**src/rtl/instr_encoder.sv**
```systemverilog
// instr_encoder: packs decoded instruction fields into 32-bit Aphelion words,
// checks field legality, numbers each emitted word with a sequential address
// and queues results in a 2-entry output FIFO.
module instr_encoder #(
  parameter int ADDR_W   = 16,
  parameter bit ERR_DROP = 1'b1
) (
  input  logic              clk,
  input  logic              rst_n,
  input  logic              in_valid,
  output logic              in_ready,
  input  logic [7:0]        in_opcode,
  input  logic [3:0]        in_rde,
  input  logic [3:0]        in_rs1,
  input  logic [3:0]        in_rs2,
  input  logic [3:0]        in_func,
  input  logic [23:0]       in_imm,
  input  logic              addr_clr,
  output logic              out_valid,
  input  logic              out_ready,
  output logic [31:0]       out_word,
  output logic [ADDR_W-1:0] out_addr,
  output logic              out_err,
  output logic              err_sticky,
  output logic [7:0]        err_count
);

  localparam logic [2:0] T_E = 3'd0;
  localparam logic [2:0] T_R = 3'd1;
  localparam logic [2:0] T_M = 3'd2;
  localparam logic [2:0] T_I = 3'd3;
  localparam logic [2:0] T_F = 3'd4;
  localparam logic [2:0] T_B = 3'd5;
  localparam logic [2:0] T_U = 3'd6;
  localparam logic [ADDR_W-1:0] ADDR_ONE = {{(ADDR_W-1){1'b0}}, 1'b1};

  // Width of the immediate field carried by each instruction type.
  function automatic logic [4:0] imm_width(input logic [2:0] t);
    case (t)
      T_E:      imm_width = 5'd8;
      T_R, T_M: imm_width = 5'd12;
      T_I, T_F: imm_width = 5'd16;
      T_B:      imm_width = 5'd20;
      default:  imm_width = 5'd24;
    endcase
  endfunction

  // The bits above the field must be all zero or a sign extension of the
  // field MSB; a 24-bit field leaves nothing above it and always fits.
  function automatic logic imm_fits(input logic [23:0] imm, input logic [4:0] w);
    logic [23:0] hi_mask;
    logic [23:0] upper;
    hi_mask  = ~((24'd1 << w) - 24'd1);
    upper    = imm & hi_mask;
    imm_fits = (upper == 24'd0) || (imm[w - 5'd1] && (upper == hi_mask));
  endfunction

  // Type-dependent bit placement; unused bits stay zero.
  function automatic logic [31:0] pack_word(input logic [7:0]  op,
                                            input logic [3:0]  rde,
                                            input logic [3:0]  rs1,
                                            input logic [3:0]  rs2,
                                            input logic [3:0]  func,
                                            input logic [23:0] imm);
    logic [31:0] w;
    w      = 32'd0;
    w[7:0] = op;
    case (op[2:0])
      T_E: begin
        w[15:8]  = imm[7:0];
        w[19:16] = func;
        w[23:20] = rs2;
        w[27:24] = rs1;
        w[31:28] = rde;
      end
      T_R: begin
        w[19:8]  = imm[11:0];
        w[23:20] = rs2;
        w[27:24] = rs1;
        w[31:28] = rde;
      end
      T_M: begin
        w[19:8]  = imm[11:0];
        w[23:20] = func;
        w[27:24] = rs1;
        w[31:28] = rde;
      end
      T_I: begin
        w[23:8]  = imm[15:0];
        w[27:24] = rs1;
        w[31:28] = rde;
      end
      T_F: begin
        w[23:8]  = imm[15:0];
        w[27:24] = func;
        w[31:28] = rde;
      end
      T_B: begin
        w[27:8]  = imm[19:0];
        w[31:28] = func;
      end
      T_U: w[31:8] = imm;
      default: ;
    endcase
    pack_word = w;
  endfunction

  logic [1:0]        count_q, count_d;
  logic              rd_ptr_q, rd_ptr_d;
  logic              wr_ptr_q, wr_ptr_d;
  logic [ADDR_W-1:0] addr_q, addr_d, addr_base;
  logic              err_sticky_q, err_sticky_d;
  logic [7:0]        err_count_q, err_count_d;

  logic [31:0]       word_mem_q [2];
  logic [ADDR_W-1:0] addr_mem_q [2];
  logic              err_mem_q  [2];

  logic [31:0]       enc_word;
  logic              illegal;
  logic              accept;
  logic              push;
  logic              pop;

  assign enc_word  = pack_word(in_opcode, in_rde, in_rs1, in_rs2, in_func, in_imm);
  assign illegal   = (in_opcode[2:0] == 3'd7) ||
                     !imm_fits(in_imm, imm_width(in_opcode[2:0]));
  assign out_valid = (count_q != 2'd0);
  assign pop       = out_valid && out_ready;
  // A full FIFO still accepts when the head leaves in the same cycle.
  assign in_ready  = (count_q != 2'd2) || pop;
  assign accept    = in_valid && in_ready;
  assign push      = accept && !(illegal && ERR_DROP);

  // Outputs read as zero when the FIFO is empty, so storage needs no reset.
  assign out_word   = out_valid ? word_mem_q[rd_ptr_q] : 32'd0;
  assign out_addr   = out_valid ? addr_mem_q[rd_ptr_q] : '0;
  assign out_err    = out_valid ? err_mem_q[rd_ptr_q]  : 1'b0;
  assign err_sticky = err_sticky_q;
  assign err_count  = err_count_q;

  // Next-state for FIFO pointers/occupancy, address counter and error status.
  always_comb begin
    count_d      = count_q;
    rd_ptr_d     = rd_ptr_q;
    wr_ptr_d     = wr_ptr_q;
    err_sticky_d = err_sticky_q;
    err_count_d  = err_count_q;
    addr_base    = addr_clr ? '0 : addr_q;
    addr_d       = push ? (addr_base + ADDR_ONE) : addr_base;
    if (push) wr_ptr_d = ~wr_ptr_q;
    if (pop)  rd_ptr_d = ~rd_ptr_q;
    case ({push, pop})
      2'b10:   count_d = count_q + 2'd1;
      2'b01:   count_d = count_q - 2'd1;
      default: ;
    endcase
    if (accept && illegal) begin
      err_sticky_d = 1'b1;
      if (err_count_q != 8'hFF) err_count_d = err_count_q + 8'd1;
    end
  end

  // Control state register with asynchronous reset.
  always_ff @(posedge clk or negedge rst_n) begin
    if (!rst_n) begin
      count_q      <= 2'd0;
      rd_ptr_q     <= 1'b0;
      wr_ptr_q     <= 1'b0;
      addr_q       <= '0;
      err_sticky_q <= 1'b0;
      err_count_q  <= 8'd0;
    end else begin
      count_q      <= count_d;
      rd_ptr_q     <= rd_ptr_d;
      wr_ptr_q     <= wr_ptr_d;
      addr_q       <= addr_d;
      err_sticky_q <= err_sticky_d;
      err_count_q  <= err_count_d;
    end
  end

  // FIFO storage write; the entry takes the pre-increment address.
  always_ff @(posedge clk) begin
    if (push) begin
      word_mem_q[wr_ptr_q] <= enc_word;
      addr_mem_q[wr_ptr_q] <= addr_base;
      err_mem_q[wr_ptr_q]  <= illegal;
    end
  end

endmodule

```
**config.mk**
```make
export PLATFORM = sky130hd
export DESIGN_NAME = instr_encoder
export DESIGN_NICKNAME = d
export VERILOG_FILES = /design/src/rtl/instr_encoder.sv
export SDC_FILE = /design/constraint.sdc
export NUM_CORES = 1
export LEC_CHECK = 0
export CAP_MARGIN = 20
export CORE_MARGIN = 2
export CORE_UTILIZATION = 45
export CTS_BUF_LIST = sky130_fd_sc_hd__clkbuf_4
export DETAILED_ROUTE_END_ITERATION = 8
export PLACE_DENSITY_LB_ADDON = 0.3
export SYNTH_ARGS = -nofsm -noshare
export SYNTH_HDL_FRONTEND = slang
export SYNTH_SLANG_ARGS = --single-unit
export TNS_END_PERCENT = 100
```
**constraint.sdc**
```tcl
create_clock -name clk -period 4.2 [get_ports clk]
set_input_delay 1.05 -clock clk [delete_from_list [all_inputs] [get_ports clk]]
set_output_delay 1.05 -clock clk [all_outputs]
set_load 0.05 [all_outputs]
```
-- After elaboration in Yosys (flattened, before gate mapping)
Memory sizes are Yosys's and may differ from the RTL's.
Index checks and enable logic that the tools add are counted.
- reductions and logical operators: 17
- multipliers: 0
- div/mod/pow operators: 0
- add/sub/neg operators: 6
- equality and inequality tests: 12
- shift-type cells: 1
- bitwise gates (word level): 4
- muxes and demuxes: 12
- $lt $le $gt $ge: 1
- operators by type and width (operator ; count):
    $pmux 24 s7 ; 1
    $mux 16 ; 3
    $mux 32 ; 1
    $and 24x24->24 ; 1
    $eq 24x24->1 ; 1
    $logic_not 24->1 ; 1
    $not 24->24 ; 1
    $shl 1x5->24 const A ; 1
    $sub 24x1->24 const B ; 1
    $pmux 5 s4 ; 1
    $add 16x1->16 const B ; 1
    $eq 3x3->1 const B ; 4
    $add 8x1->8 const B ; 1
    $ne 8x8->1 const B ; 1
    $eq 3x2->1 const B ; 2
    $lt 5x6->1 const B ; 1
    $bmux 1 s5 ; 1
    $logic_and 1x1->1 ; 5
    $sub 5x1->5 const B ; 1
    $mux 1 ; 4
    $pmux 2 s2 ; 1
    $reduce_bool 2->1 ; 2
    $reduce_or 2->1 ; 2
    $eq 3x1->1 const B ; 1
    10 further kinds ; 14
- register bits after elaboration: 29
- latch bits: 0
- word-level logic and storage cells: 62
- ROM bits: 0
- output and inout bits: 60
- bits in writable memories: 98
- memories kept: 3
- input port bits: 53
- memory list (memory ; depth ; width ; rd ports ; clocked after memory_dff ; wr ports ; line ; source):
    word_mem_q ; 2 ; 32 ; 1 ; 0 ; 1 ; 115 ; logic [31:0] word_mem_q [2];
    addr_mem_q ; 2 ; 16 ; 1 ; 0 ; 1 ; 116 ; logic [ADDR_W-1:0] addr_mem_q [2];
    err_mem_q ; 2 ; 1 ; 1 ; 0 ; 1 ; 117 ; logic err_mem_q [2];

-- Longest topological paths before layout
- word-level depth: 16
- mapped depth: 18
- mapped depth without buffers: 17

-- Worst setup path before layout
No wires, ideal clock.
- path type: in2reg
- start: input port in_opcode[0]
- end: memory addr_mem_q[0][0] (enable)
- stages on the path: 15
- library setup time: 0.456 ns
- buffers on the path: 3
- required time: 3.744 ns
- arrival: 5.864 ns
- setup slack: -2.120 ns
- path through: buf_4 -> buf_2 -> buf_1 -> a21o_1 -> ha_1 -> nand2_1 -> ha_1 -> a22oi_1 -> o211ai_1 -> a211oi_1 -> o211ai_1 -> or2_1 -> a32oi_4 -> nand2_2 -> nor2_1
- word-level cells in the longest chain between the ends: 16
- elaborated cells on any way between the ends: 27
- classes of those cells: 2 x add/sub; 7 x eq/ne; 1 x shift; 5 x mux; 2 x bitwise; 10 x reduce/logical
- ends and longest elaborated chain (what ; line ; source):
    from (decl) ; 12 ; input logic [7:0] in_opcode,
    $eq 3x2->1 (tied with other cells) ; 39 ; case (t)
    $reduce_or 2->1 ; 39 ;
    $pmux 5 s4 ; 39 ;
    $shl 1x5->24 ; 53 ; hi_mask = ~((24'd1 << w) - 24'd1);
    $sub 24x1->24 ; 53 ;
    $not 24->24 ; 53 ;
    $and 24x24->24 ; 54 ; upper = imm & hi_mask;
    $eq 24x24->1 ; 55 ; imm_fits = (upper == 24'd0) || (imm[w - 5'd1] && (upper == hi_mask));
    $logic_and 1x1->1 ; 55 ;
    $logic_or 1x1->1 ; 55 ;
    $logic_not 1->1 ; 127 ; !imm_fits(in_imm, imm_width(in_opcode[2:0]));
    $logic_or 1x1->1 (*) ; 126 ; assign illegal = (in_opcode[2:0] == 3'd7) ||
    $logic_not 1->1 (*) ; 133 ; assign push = accept && !(illegal && ERR_DROP);
    $logic_and 1x1->1 (*) ; 133 ;
    $mux 1 (*) ; 185 ; if (push) begin
    $mux 1 (not written as such) (*) ; 187 ; addr_mem_q[wr_ptr_q] <= addr_base;
    to (decl) ; 116 ;
Mark *: on every way between the ends. The rest lies on a longest branch, timed or not. The select of a mux whose other input is x is not followed.

-- Final worst setup path
- start: register count_q[0]
- end: output port out_word[28]
- word-level cells in the longest chain between the ends: 2
- ends and longest elaborated chain (what ; line ; source):
    from (decl) ; 108 ; logic [1:0] count_q, count_d;
    from (signal assigned) ; 174 ; count_q <= count_d;
    $reduce_bool 2->1 ; 128 ; assign out_valid = (count_q != 2'd0);
    $mux 32 ; 136 ; assign out_word = out_valid ? word_mem_q[rd_ptr_q] : 32'd0;
    to (decl) ; 21 ; output logic [31:0] out_word,
No other way between the ends.

==> impl_metrics.json <==
{
  "rsz0062_at_grt": "no",
  "area_growth_pct": 32.6,
  "required_ps": 3150,
  "syn-cell-area_um2": 6220,
  "cts_tree": "done",
  "cts_max_level": 4,
  "cts-hold-fix-buffers": 0,
  "synth-seq-cells": 127,
  "cts.sinks": 127,
  "gr-usage-all-layers_pct": 21.0,
  "timing.critical_path.to_type": "primary output",
  "gp_congestion": 0.902,
  "root_buffer": "clkbuf_4",
  "die_y_um": 122,
  "final_antenna_net_count": 0,
  "yosysWarnings": 0,
  "rows": 42,
  "postSynth.asyncResetShare_pct": 22.8,
  "netlist.area_leader.share_pct": 47.3,
  "fill_cells": 1061,
  "routed_wl_um": 14900,
  "die_w_um": 122,
  "initial_utilization_pct": 46.5,
  "dp_hpwl_um": 10700,
  "drt_iter0_markers": 277,
  "finalSetupViolations": 0,
  "hp-class": "register to register",
  "core_um2": 13400,
  "drive_gt1_share_pct": 14.5,
  "worstPathMaxFanout": 32,
  "synthCells": 518,
  "start_kind": "register",
  "clk_path_buf_depth": 2,
  "internal-power_w": 0.00280,
  "worstSetupPathType": "register to primary output",
  "grt_first_pass_wirelength_um": 23400,
  "clock_power_share_pct": 18.5,
  "wire_per_inst_um": 17.3,
  "p_switching_w": 0.00217,
  "drv_slew": 0,
  "antenna_found_initial": 1,
  "cts_made_buffers": 17,
  "die_area_um2": 14800,
  "grt_pass1_vias": 4648,
  "slew_headroom_pct": 43.7,
  "fin_crit_sh_pct": 90.5,
  "pin_count": 113,
  "clock.fmax_mhz": 263,
  "post-synth-top-area-cell": "edfxtp_1",
  "grt_max_degree": 35,
  "pwr-share-comb_pct": 50.4,
  "drt_pass1_iterations": 5,
  "viasPerCell": 5.37,
  "synthDistinctLibCells": 58,
  "p_per_area_nw_per_um2": 603,
  "switching_share_pct": 43.7,
  "place_area_um2": 7860,
  "cap_violations": 0,
  "syn-num-nets": 580,
  "ys_top_cells_by_area": "edfxtp_1 (47%), dfrtp_1 (12%), mux2i_1 (8.8%), nor2_1 (4.6%), xnor2_1 (2.8%)",
  "crit_arrival_ps": 2750,
  "pre_cts_ws_ps": -416,
  "vias": 4616,
  "drc": 0,
  "clock_latency_ps": 540,
  "final_common_cell": "clkdlybuf4s50_1",
  "ys_seq_area_share_pct": 58.9,
  "fin_crit_ps": 3800,
  "status": "complete, no violations",
  "tightest_slew_ps": 842,
  "final_cell_mix": "clkdlybuf4s50_1 (109), edfxtp_1 (98), nor2_1 (74)",
  "grt_overflow": 0,
  "syn_avg_cell_area_um2": 12.0,
  "hold_slack_ps": 494,
  "ir_drop_v": 0.000451,
  "finClkSkew_ps": 20.7,
  "finalHoldViolCount": 0,
  "io_buffers": 112,
  "p_leak_nw": 3.18,
  "path_clk_slew_ps": 110,
  "finalNetCount": 732,
  "final_cell_area_um2": 8260,
  "timing.final.ws_setup_ps": 399,
  "ys.flop_type": "edfxtp_1",
  "power_frac_seq_pct": 31.1,
  "synth-edff-count": 98,
  "design_power_total_w": 0.00497
}
## kinds of logic (layout without fill, tap and decap cells)
kind of cell / count (synthesis) / count (layout) / share of synthesized area [%]
simple gates: 192 / 192 / 15.5
fa+ha+maj: 9 / 9 / 1.81
compound gates: 66 / 66 / 7.58
mux: 59 / 59 / 9.57
buf+inv: 36 / 201 / 2.55
other cells: 0 / 1 / 0
flops: 127 / 127 / 58.9
xor+xnor: 29 / 29 / 4.08
## final timing paths
| path | from | end | slack [ps] | cells after the start |
|---|---|---|---|---|
| hold / removal | err_count[6]$_DFFE_PN0P_ | err_count[6]$_DFFE_PN0P_ | 490 | 1 |
| setup reg to reg | count_q[1]$_DFFE_PN0P_ | addr_q[15]$_DFF_PN0_ | 2030 | 8 |
| max in group asynchronous | rst_n | rd_ptr_q$_DFFE_PN0P_ | 2520 | 2 |
| setup / recovery | count_q[0]$_DFFE_PN0P_ | out_word[28] | 400 | 4 |
| hold reg to reg | err_count[6]$_DFFE_PN0P_ | err_count[6]$_DFFE_PN0P_ | 490 | 1 |
| min in group asynchronous | rst_n | addr_q[8]$_DFF_PN0_ | 980 | 1 |
## final cells by class
| type | instances | area, µm² | area share (%) |
|---|---|---|---|
| sequential | 127 | 3670 | 44.5 |
| multi-input combinational | 355 | 2450 | 29.7 |
| timing repair buffer | 158 | 1550 | 18.8 |
| tap | 176 | 220 | 2.67 |
| clock inverter | 12 | 165 | 2.00 |
| clock buffer | 20 | 150 | 1.82 |
| inverter | 11 | 41.3 | 0.500 |
| antenna | 1 | 2.50 | 0.0303 |
## cells in the mapped netlist, types with 2 or more instances
library cell	number
o2bb2ai_1	2
and2_1	10
inv_1	8
nor2b_1	19
mux2i_1	55
mux2_1	3
ha_1	9
nor4_2	3
buf_4	4
nor3_1	6
nand2_1	31
or4_1	2
and3_1	11
dfrtp_1	29
xnor2_1	20
nand2b_1	2
nand4_1	8
buf_1	7
o22ai_1	13
edfxtp_1	98
nand3_1	11
xor2_1	9
nor2_1	76
inv_2	3
a21o_1	2
a21oi_1	24
a31oi_1	3
clkbuf_1	12
a221o_1	4
nand3_2	2
o211ai_1	2
and4_1	4
## per-layer routing
metal / part of all wire [%] / vias up / global-route usage (%)
li1: - / 2215 / -
met1: 45 / 2233 / 27.4
met2: 48 / 141 / 33.8
met3: 4.1 / 27 / 4.45
met4: 2.6 / 0 / 9.55
met5: 0 / - / 0
## metrics by stage
stage / setup TNS, ps / utilization, % / std cells
floorplan: -32580 / - / 518
global placement: -36920 / 58.6 / 823
detailed placement: -42930 / 58.6 / 823
CTS: 0 / 61.0 / 855
global route: 0 / 61.6 / 860
finish: 0 / 61.6 / 860
## registers in the layout (all words and copies together) (netlist names)
register,cells
rd_ptr_q,1
count_q,2
word_mem_q,64
wr_ptr_q,1
addr_q,16
err_count,8
addr_mem_q,32
err_mem_q,2
err_sticky,1
## what timing repair did
item / CTS / global route
gates resized for setup: 0 / 6
endpoints found under the setup margin: 0 / 59
setup buffers: 0 / 2
## power by group through the flow
stage | clock [W] | combinational (W) | sequential, W
2_1_floorplan | 0 | 0.00156 | 0.00168
3_3_place_gp | 0 | 0.00250 | 0.00157
3_5_place_dp | 0 | 0.00251 | 0.00158
4_1_cts | 0.000940 | 0.00252 | 0.00155
5_1_grt | 0.000982 | 0.00264 | 0.00156
6_report | 0.000919 | 0.00251 | 0.00155
## worst max-delay path: stages (launching register included)
cell,delay [ps]
dfrtp_1,460
nor2_4,450
buf_4,430
nor2_1,140
clkdlybuf4s50_1,720
(Power assumes the default switching activity.)
